==> src/rtl/alu_share_arbiter.sv <==
// ---------------------------------------------------------------------------
// alu_share_arbiter
//
// Purpose:
//   Shares one combinational ALU between two requesters. It grants round-robin
//   and allows one operation in flight. Operands, opcode and result are all
//   registered. An operation moves IDLE -> EXEC -> RESP -> IDLE. The ALU itself
//   lives outside this block: it sees alu_a/alu_b/alu_op and returns alu_res in
//   the same cycle.
//
// Ports:
//   clk, rstn                  clock (rising edge), async active-low reset
//   reqN_valid / reqN_ready    request handshake, requester N (N = 0, 1)
//   reqN_a, reqN_b, reqN_op    request operands and ALU opcode
//   alu_a, alu_b, alu_op       registered operands/opcode driven to the ALU
//   alu_res                    ALU result, combinational from alu_a/b/op
//   respN_valid / respN_ready  response handshake, requester N
//   respN_data                 result for requester N (0 when N is not owner)
//   busy                       high whenever the FSM is not IDLE
// ---------------------------------------------------------------------------
module alu_share_arbiter #(
    parameter int XLEN = 64,
    parameter int OPW  = 4
) (
    input  logic            clk,
    input  logic            rstn,

    input  logic            req0_valid,
    output logic            req0_ready,
    input  logic [XLEN-1:0] req0_a,
    input  logic [XLEN-1:0] req0_b,
    input  logic [OPW-1:0]  req0_op,

    input  logic            req1_valid,
    output logic            req1_ready,
    input  logic [XLEN-1:0] req1_a,
    input  logic [XLEN-1:0] req1_b,
    input  logic [OPW-1:0]  req1_op,

    output logic [XLEN-1:0] alu_a,
    output logic [XLEN-1:0] alu_b,
    output logic [OPW-1:0]  alu_op,
    input  logic [XLEN-1:0] alu_res,

    output logic            resp0_valid,
    input  logic            resp0_ready,
    output logic [XLEN-1:0] resp0_data,

    output logic            resp1_valid,
    input  logic            resp1_ready,
    output logic [XLEN-1:0] resp1_data,

    output logic            busy
);

    typedef enum logic [1:0] {
        S_IDLE = 2'd0,
        S_EXEC = 2'd1,
        S_RESP = 2'd2
    } state_e;

    state_e          state_q,  state_d;
    logic            prio_q,   prio_d;
    logic            owner_q,  owner_d;
    logic [XLEN-1:0] alu_a_q,  alu_a_d;
    logic [XLEN-1:0] alu_b_q,  alu_b_d;
    logic [OPW-1:0]  alu_op_q, alu_op_d;
    logic [XLEN-1:0] result_q, result_d;

    logic grant_sel;    // 0 -> requester 0, 1 -> requester 1
    logic accept;       // a request is taken at the next edge
    logic owner_ready;  // the current owner takes its response

    // A lone valid wins outright. When both are valid, the priority bit decides.
    assign grant_sel   = (req0_valid && req1_valid) ? prio_q : req1_valid;
    assign accept      = (state_q == S_IDLE) && (req0_valid || req1_valid);
    assign owner_ready = owner_q ? resp1_ready : resp0_ready;

    always_comb begin
        // NOTE: every signal gets its hold value before the case. No path can
        // then leave one unassigned, so no latch is inferred.
        state_d  = state_q;
        prio_d   = prio_q;
        owner_d  = owner_q;
        alu_a_d  = alu_a_q;
        alu_b_d  = alu_b_q;
        alu_op_d = alu_op_q;
        result_d = result_q;

        case (state_q)
            S_IDLE: begin
                if (accept) begin
                    alu_a_d  = grant_sel ? req1_a  : req0_a;
                    alu_b_d  = grant_sel ? req1_b  : req0_b;
                    alu_op_d = grant_sel ? req1_op : req0_op;
                    owner_d  = grant_sel;
                    state_d  = S_EXEC;
                end
            end
            S_EXEC: begin
                // The operands have been stable on the ALU for this cycle.
                result_d = alu_res;
                state_d  = S_RESP;
            end
            S_RESP: begin
                if (owner_ready) begin
                    // The requester just served yields priority to the other one.
                    prio_d  = ~owner_q;
                    state_d = S_IDLE;
                end
            end
            default: state_d = S_IDLE;
        endcase
    end

    // NOTE: sequential state uses non-blocking assignments only. Every flop then
    // samples its pre-edge value, with no ordering race between blocks.
    always_ff @(posedge clk or negedge rstn) begin
        if (!rstn) begin
            state_q  <= S_IDLE;
            prio_q   <= 1'b0;
            owner_q  <= 1'b0;
            alu_a_q  <= '0;
            alu_b_q  <= '0;
            alu_op_q <= '0;
            result_q <= '0;
        end else begin
            state_q  <= state_d;
            prio_q   <= prio_d;
            owner_q  <= owner_d;
            alu_a_q  <= alu_a_d;
            alu_b_q  <= alu_b_d;
            alu_op_q <= alu_op_d;
            result_q <= result_d;
        end
    end

    // The state is IDLE during reset. Gating with rstn keeps both readies low
    // while reset is held, even if requesters are asserting valid.
    assign req0_ready = rstn && accept && !grant_sel;
    assign req1_ready = rstn && accept &&  grant_sel;

    assign alu_a  = alu_a_q;
    assign alu_b  = alu_b_q;
    assign alu_op = alu_op_q;

    assign resp0_valid = (state_q == S_RESP) && !owner_q;
    assign resp1_valid = (state_q == S_RESP) &&  owner_q;
    assign resp0_data  = resp0_valid ? result_q : '0;
    assign resp1_data  = resp1_valid ? result_q : '0;

    assign busy = (state_q != S_IDLE);

endmodule

==> config.mk <==
export PLATFORM = sky130hd
export DESIGN_NAME = alu_share_arbiter
export DESIGN_NICKNAME = d
export VERILOG_FILES = /design/src/rtl/alu_share_arbiter.sv
export SDC_FILE = /design/constraint.sdc
export NUM_CORES = 1
export LEC_CHECK = 0
export ABC_AREA = 1
export CAP_MARGIN = 15
export CORE_AREA = 5 5 229 231
export DETAILED_ROUTE_END_ITERATION = 6
export DIE_AREA = 0 0 234 236
export PLACE_DENSITY = 0.6
export SLEW_MARGIN = 0
export SYNTH_ARGS = -nofsm -noshare
export SYNTH_HDL_FRONTEND = slang
export SYNTH_SLANG_ARGS = --single-unit
==> constraint.sdc <==
create_clock -name clk -period 1.8 [get_ports clk]
set_input_delay 0.27 -clock clk [delete_from_list [all_inputs] [get_ports clk]]
set_output_delay 0.27 -clock clk [all_outputs]
set_load 0.01 [all_outputs]
# Yosys cells after proc, flatten, opt, wreduce, memory -nomap -nowiden
# Cells that the tools add are included.
# W data, S select, Z words.
classes:
  eq_ne: 4
  muxes: 10
  bitwise: 1
  reduce_logical: 15
ops:
  columns: ["cell", "n"]
  rows:
  - ["$mux W64", 4]
  - ["$logic_and A1 B1 Y1", 7]
  - ["$pmux W2 S3", 1]
  - ["$reduce_and A2 Y1", 3]
  - ["$mux W2", 2]
  - ["$mux W4", 1]
  - ["$ne A2 B2 Y1 const B", 2]
  - ["$eq A2 B1 Y1 const B", 1]
  - ["$eq A2 B2 Y1 const B", 1]
  - ["$logic_not A1 Y1", 2]
  - ["$logic_not A2 Y1", 1]
  - ["$mux W1", 2]
  - ["$reduce_bool A2 Y1", 1]
  - ["$logic_or A1 B1 Y1", 1]
  - ["$not A1 Y1", 1]
totals:
  regBits: 200
  input_bits: 334
  output_inout_bits: 265
  word_cells: 37

# Depth between registers and ports, before layout
logic_depth:
  depth_word: 4
  ltp_mapped: 8
  ltp_nobuf: 6

# Worst setup path before layout
# Ideal clock, no wire load.
synth_path:
  kind: "flip-flop to output port"
  from: "reg state_q[0]"
  to: "out resp0_data[54]"
  arrival_ns: 1.180
  required_time_ns: 1.530
  setup_slack_ns: 0.350
  stages_incl_launch_ff: 6
  n_path_buf: 2
  path_cell_list: "dfrtp_1 -> nor2_1 -> nand2_1 -> buf_2 -> buf_2 -> nor2_1"
synth_between:
  elab_chain_len: 3
synth_lines:
  columns: ["item", "line", "text"]
  rows:
  - ["start, declared", "62", "state_e state_q, state_d;"]
  - ["start signal, assigned", "128", "state_q <= state_d;"]
  - ["$eq A2 B2 Y1", "147", "assign resp0_valid = (state_q == S_RESP) && !owner_q;"]
  - ["$logic_and A1 B1 Y1", "147", null]
  - ["$mux W64", "149", "assign resp0_data = resp0_valid ? result_q : '0;"]
  - ["end, declared", "47", "output logic [XLEN-1:0] resp0_data,"]
# No other way between the ends.

# Worst setup path after layout
layout_path:
  from: "reg state_q[0]"
  to: "out resp1_data[31]"
layout_between:
  elab_chain_len: 3
layout_lines:
  columns: ["item", "line", "text"]
  rows:
  - ["$eq A2 B2 Y1", "148", "assign resp1_valid = (state_q == S_RESP) && owner_q;"]
  - ["$logic_and A1 B1 Y1", "148", null]
  - ["$mux W64", "150", "assign resp1_data = resp1_valid ? result_q : '0;"]
  - ["end, declared", "51", "output logic [XLEN-1:0] resp1_data,"]
# No other way between the ends.

==> impl_metrics.yaml <==
global_routing:
  grt-ovfl-total: 0
  antenna_found_initial: 10
  grt_pass1_vias: 12565
  grt_pass1_wl_mm: 75.88
  grt_usage_pct: 18.07
  grt_max_degree: 108
route:
  vias: 12217
  ant_nets: 0
  dr.pass1.iters: 5
  wl_per_cell_um: 18.26
  remaining_drc_errors: 0
  wl_mm: 52.18
  first_iter_violations: 628
  via_per_inst: 4.275
sta:
  tns_ns: -19.69
  max_freq_mhz: 494.4
  relSlewSlack_pct: 53.84
  hold_viol_final: 0
  setup_viol: 132
  finalCritPeriodShare_pct: 112.4
  grt_setup_unrepaired: "true"
  finClkSkew_ns: 0.01759
  timing.hold.ws_ns: 0.2732
  drv_slew: 0
  fin_crit_ns: 2.022
  tightest_slew_ns: 0.6925
  timing.final.ws_setup_ns: -0.2225
cells_and_area:
  regArea_mm2: 0.005007
  design_area_mm2: 0.01882
  multi_input_area_mm2: 0.004451
  final_cell_mix: "clkdlybuf4s50_1, nand2_1, inv_1, nand3_1, dfrtp_1"
  area_growth_pct: 76.29
  nNetsFinal: 2504
  fill_cells: 5266
  drive_gt1_share_pct: 15.99
  final_common_cell: "clkdlybuf4s50_1"
die:
  die-area_mm2: 0.05522
  pin_count: 599
  start_util_pct: 21.41
  core-area_mm2: 0.04986
  die-width_um: 234
  std_cell_rows: 82
  die_h_um: 236
placement:
  port_buffers: 598
  place_congestion: 0.8954
  placed_cell_area_mm2: 0.01777
  post-dp-hpwl_mm: 39.62
  dp_slack_ns: -0.3290
clocking:
  clock-sinks: 200
  clkTransAtPathRegs_ns: 0.07
  clk_path_buf_depth: 2
  cts_buffers: 17
  cts.htree.levels: 4
  cts_root_buf: "clkbuf_16"
  clock_latency_ns: 0.49
  tritoncts: "built"
synthesis:
  syn_inst: 1575
  synth_nets: 1909
  synth.area.top_cells: "dfrtp_1, nand2_1, nand3_1"
  synth_top_area_share_pct: 46.88
  ys_warn_count: 0
  netlist_area_mm2: 0.01068
  ys_types: 15
  yosysTopAreaCell: "dfrtp_1"
  yosysSeqAreaShare_pct: 46.88
  synth_seq_cells: 200
  syn-mean-instance-area_um2: 6.779
critical_path:
  r2r_slack_ns: 0.04
  end_kind: "output port"
  cp_max_fo: 8
  cp-start-kind: "flip-flop"
  crit_type: "flip-flop to output port"
  r2r_start: "state_q[0]$_DFFE_PN0P_"
  cp.arrival_ns: 1.75
  r2r_end: "alu_a[44]$_DFFE_PN0P_"
  critPathRequiredTime_ns: 1.53
  reg2reg_depth: 8
power_and_ir_drop:
  power_mw: 27.80
  p_leak_nw: 9.891
  p_per_area_mw_per_mm2: 1477
  ir_worst_vdd_mv: 0.6580
worst_hold_path:
  hp-class: "primary input to flip-flop"
  whs_path_depth: 4
  min_from: "req1_valid"
  hold-path-endpoint: "alu_a[37]$_DFFE_PN0P_"
run_status:
  outcome: "finished with violations"
  violations: "setup timing"
run:
  maxCapViolations: 0
-- cell usage after synthesis --
master,n
dfrtp_1,200
inv_1,337
buf_1,9
nor2_4,1
nand3_1,265
nand2_2,2
clkbuf_1,36
a21oi_1,64
nor2_1,197
o21ai_2,1
buf_2,50
nand2_1,406
o21ai_0,2
buf_4,4
nor3_1,1
-- flip-flops by register name (all words and copies together) (netlist names) --
register	flops
prio_q	1
owner_q	1
alu_a	64
alu_op	4
alu_b	64
result_q	64
state_q	2
-- stage by stage --
| step | util [%] | instances |
|---|---|---|
| floorplan | - | 1575 |
| global placement | 35.63 | 2804 |
| detailed placement | 35.63 | 2804 |
| CTS | 36.29 | 2844 |
| global route | 37.74 | 2857 |
| finish | 37.75 | 2858 |
-- cells by family (layout without fill, tap and decap cells) --
kind of cell,count (synthesis),in the layout,share of synthesized area [%]
and+or+nand+nor,872,872,33.89
buffers and inverters,436,1043,16.06
DFF,200,200,46.88
AOI/OAI and AO/OA,67,67,3.176
other,0,4,0
-- how the worst max path moves through the flow --
stage | startpoint | end | slack, ns | cells past startpoint
after global routing | state_q[0]$_DFFE_PN0P_ | resp1_data[30] | -0.31 | 6
after global placement | req0_valid | alu_a[15]$_DFFE_PN0P_ | -0.30 | 8
after CTS | state_q[0]$_DFFE_PN0P_ | resp1_data[37] | -0.30 | 6
after floorplan | state_q[0]$_DFFE_PN0P_ | resp0_data[54] | 0.35 | 5
after detailed placement | req0_valid | alu_a[3]$_DFFE_PN0P_ | -0.33 | 8
final | state_q[0]$_DFFE_PN0P_ | resp1_data[31] | -0.22 | 6
-- report_power, final --
part           total, mW  switching [mW]  leakage, nW  internal (mW)
registers           7.82            1.06         2.35           6.76
clock network       3.76            1.97        0.256           1.79
logic               16.2            9.08         7.29           7.14
total               27.8            12.1         9.89           15.7
-- timing repair --
action	4_1_cts	5_1_grt
endpoints found under the setup margin	138	153
gates cloned	3	3
setup buffers	5	7
hold endpoints to repair	200	0
pin swaps	2	3
resized for setup	560	143
hold buffers	1	0
-- worst max-delay path, cell delays in order (launching register included) --
cell     delay, ns
dfrtp_2       0.43
nor2_4        0.16
nand2_4       0.11
buf_12        0.17
buf_12        0.15
nor2_4        0.11
buf_12        0.13
-- metal layers --
layer / share of wire (%) / track usage (%) / vias to the layer above
met3: 9.3 / 6.290 / 87
met2: 51 / 32.23 / 531
met5: 0.048 / 0 / -
li1: - / - / 5872
met4: 4.2 / 8.062 / 4
met1: 36 / 19.07 / 5723
-- area by class of cell --
| cell class | count | area share (%) |
|---|---|---|
| antenna | 4 | 0.05318 |
| clock buffer | 17 | 2.260 |
| clock inverter | 14 | 0.6315 |
| inverter | 337 | 6.747 |
| multi-input combinational | 939 | 23.65 |
| sequential | 200 | 26.60 |
| tap | 672 | 4.467 |
| timing repair buffer | 675 | 35.59 |
(Power assumes the default switching activity.)
==> RTL edit 1: new RTL, same flow settings <==
The 3 states of `state_e` get a one-hot encoding in 3 bits.
--- a/src/rtl/alu_share_arbiter.sv
+++ b/src/rtl/alu_share_arbiter.sv
@@ -53,10 +53,10 @@
     output logic            busy
 );
 
-    typedef enum logic [1:0] {
-        S_IDLE = 2'd0,
-        S_EXEC = 2'd1,
-        S_RESP = 2'd2
+    typedef enum logic [2:0] {
+        S_IDLE = 3'b001,
+        S_EXEC = 3'b010,
+        S_RESP = 3'b100
     } state_e;
 
     state_e          state_q,  state_d;
Formal check against the unedited RTL: same outputs for any inputs over 4 cycles, from zero or initial values and one cycle with rstn low; so few cycles prove little.
==> RTL edit 1 against the unedited design <==
The run still ends with negative setup slack left. Routed wire length shrank 10%. Worst setup slack worse by 0.16 ns. Synthesized area rose by 0.76%. Power fell by 8.1%. Sequential cell count up 1. Synthesized cell count up 0.57%. Largest cell class unchanged. Final area down 2.6%. Register-to-register slack better by 0.02 ns. Count of clock-buffer cells in the layout rose by 14.
==> RTL edit 1: results <==
[yosys]
proportion_of_synthesized_chip_area_in_sequential_cells = 0.468
yosys.cell_types.count = 17
ys_ff_latch = 201
synth_compound_gate_area_share = 0.0312
netlist_top_cells_area = "sky130_fd_sc_hd__dfrtp_1, sky130_fd_sc_hd__nand2_1, sky130_fd_sc_hd__nand3_1, sky130_fd_sc_hd__inv_1, sky130_fd_sc_hd__nor2_1"
synth_commonest_cells = "sky130_fd_sc_hd__nand2_1, sky130_fd_sc_hd__inv_1, sky130_fd_sc_hd__nand3_1, sky130_fd_sc_hd__dfrtp_1, sky130_fd_sc_hd__nor2_1"
netlist_instances = 1584

[layout]
n_fill_cell = 5290
finalNetCount = 2503
layout.non_clock_buffers = 656
multi_input_area_share = 0.230
finalNonFillerCells = 2857
seq-cell-share = 0.274
diodes_inserted = 0
clk_share = 0.0437
multi_input_comb_area_mm2 = 0.00422
flow.area_growth_from_synthesis_pct = 70.4
final_core_util = 0.368
layout-drive-gt1-share = 0.139
buffer_area_frac = 0.336
n_all_inverters = 340

[setup_path]
critical_path_arrival_ns = 1.92
max_stage_delay_ns = 0.39
timing.reg2reg.setup_slack_ns = 0.06
cpMostUsedCell = "sky130_fd_sc_hd__buf_4"
crit_fanout = 9
timing.critical_path.slowest_stage_cell = "sky130_fd_sc_hd__dfrtp_1"

[status]
run_status = "finished, violations left"
violations = "negative setup slack"

[detailed_routing]
detailedRoute.firstIterationViolations = 555
routed_wire_length_per_instance_um = 16.4
route.vias.total = 12034
wl_met1_mm = 18.7
met2WireLength_mm = 23.1

[placement]
place_ws_ns = -0.625
postPlaceCellArea_mm2 = 0.0177
hpwlAfterDp_mm = 34.2
post-place-cells = 2802
gp_routability_congestion = 0.881

[power_and_ir_drop]
leakagePower_nw = 9.90
irDropWorstVdd_uv = 778

[global_route]
grt_start_max_net_pins = 106
met3_usage = 0.0434
grt_usage = 0.159
grt_pass1_wl_mm = 70.8
gr-usage-met1 = 0.195

[timing]
worst_slack_ns = -0.387
tightestPinTransition_ns = 0.668
final.setup_skew_ns = 0.0120
setup_viol = 136

[floorplan]
floorplan.initialDensity = 0.216

[clock_network]
clock_insertion_delay_worst_skew_ns = 0.53
cts_max_level = 1
cts_made_buffers = 24
clk_path_buf_depth = 3
RTL edit 1: cell count changes in the layout (fill, tap and decap cells not counted), sizes merged, moves of 2 or more:
cell           delta
dlygate4sd2       -5
clkdlybuf4s15    -12
buf              -42
clkbuf           +49
nand2             +5
clkdlybuf4s50     +6
clkinvlp          -2
diode             -4
bufinv            +2
nand3             +3
RTL edit 1: kinds of logic after synthesis:
family                 Yosys count
AOI/OAI and AO/OA               67
buffers and inverters          437
DFF                            201
and+or+nand+nor                879
RTL edit 1: final timing paths:
check	from	depth (start not counted)	endpoint
setup / recovery	state_q[1]	8	resp1_data[60]
hold / removal	req1_valid	5	state_q[0]
setup reg to reg	state_q[0]	9	alu_b[2]
hold reg to reg	prio_q	2	prio_q
max in group asynchronous	rstn	4	alu_b[13]
min in group asynchronous	rstn	3	alu_a[15]
RTL edit 1: repair_timing:
action	in CTS	in global routing
hold buffers	1	0
gates cloned	3	3
setup buffers	5	2
gates resized for setup	331	257
endpoints found under the setup margin	184	222
pin swaps	2	5
endpoints found under the hold margin	96	0
RTL edit 1: per-stage QoR:
stage / hold slack [ns] / power, mW
2_1_floorplan: -0.0256 / 13.7
3_3_place_gp: 0.434 / 20.4
6_report: 0.186 / 25.5
5_1_grt: 0.180 / 27.4
4_1_cts: 0.159 / 25.8
3_5_place_dp: 0.429 / 20.6
RTL edit 1: where the power goes:
| part | switching (mW) | internal (mW) | total (mW) |
|---|---|---|---|
| logic | 6.97 | 5.62 | 12.6 |
| clock network | 2.02 | 2.97 | 5.00 |
| registers | 1.12 | 6.82 | 7.95 |
| total | 10.1 | 15.4 | 25.5 |
==> RTL edit 2: new RTL, same flow settings <==
Made on the original files. Change the parameter `OPW` from 4 to 2.
--- a/src/rtl/alu_share_arbiter.sv
+++ b/src/rtl/alu_share_arbiter.sv
@@ -20,7 +20,7 @@
 // ---------------------------------------------------------------------------
 module alu_share_arbiter #(
     parameter int XLEN = 64,
-    parameter int OPW  = 4
+    parameter int OPW  = 2
 ) (
     input  logic            clk,
     input  logic            rstn,
Ports: changed (resized alu_op, req0_op and req1_op); port bits go from 599 to 593. The function was not compared with the original's and may differ.
==> RTL edit 2 against the unedited design <==
Final area rose by 6.5%. The run still ends with negative setup slack left. Power rose by 7.5%. Worst setup slack got worse by 0.20 ns. First-iteration DRC count up 2.9%. Routed wire length down 5.9%. Sequential share of layout area decreased by 1.9 points. Count of clock-buffer cells in the layout rose by 1. Global-route usage down 1.6 points. Worst hold slack improved by 0.097 ns. Register-to-register slack better by 0.10 ns. Synthesized area down 0.54%. Sequential cell count decreased by 2.
==> RTL edit 2: results <==
[status]
run_status = "finished, violations left"
violations = "negative setup slack"

[layout]
multi_input_area_share = 0.238
register_area_mm2 = 0.00496
design.seq.count = 198
n_all_inverters = 333
buffer_area_frac = 0.380
finalNetCount = 2527

[timing]
setup_viol = 132
setup_total_negative_slack_ns = -36.68
worst_slack_ns = -0.420

[global_route]
grt_pass1_wl_mm = 70.6
grt_antenna_before_repair = 1
global_route.usage.met2 = 0.292
grt_usage = 0.165

[yosys]
mappedNetlistNets = 1889
proportion_of_synthesized_chip_area_in_sequential_cells = 0.467
avgSynthCellArea_um2 = 6.81
netlist_top_cells_area = "sky130_fd_sc_hd__dfrtp_1, sky130_fd_sc_hd__nand2_1, sky130_fd_sc_hd__nand3_1, sky130_fd_sc_hd__inv_1, sky130_fd_sc_hd__nor2_1"
synth_compound_gate_area_share = 0.0319

[setup_path]
timing.reg2reg.setup_slack_ns = 0.14
timing.critical_path.slowest_stage_cell = "sky130_fd_sc_hd__dfrtp_1"
crit_fanout = 5

[clock_network]
cts.repair_timing.setup_buffer_count = 25

[detailed_routing]
detailedRoute.firstIterationViolations = 646
topRoutingLayerUsed = "met4"
met2WireLength_mm = 25.1
==> RTL edit 2: worst max path at each step <==
stage	from	endpoint	depth (start not counted)
2_1_floorplan	state_q[0]	resp0_data[54]	5
3_3_place_gp	state_q[1]	resp0_data[24]	6
3_5_place_dp	state_q[1]	resp0_data[24]	6
4_1_cts	state_q[1]	resp1_data[55]	9
5_1_grt	state_q[0]	resp1_data[55]	8
6_report	state_q[0]	resp0_data[39]	8
==> RTL edit 2: report_power, final <==
| part | switching, mW | internal (mW) |
|---|---|---|
| clock network | 1.87 | 2.12 |
| registers | 1.07 | 6.70 |
| logic | 9.59 | 8.55 |
| total | 12.5 | 17.4 |
==> RTL edit 2: cells by family (layout without fill, tap and decap cells) <==
logic type      after synthesis  count (layout)
simple gates                862             862
buf+inv                     432            1083
other cells                   0               1
flops                       198             198
compound gates               67              67
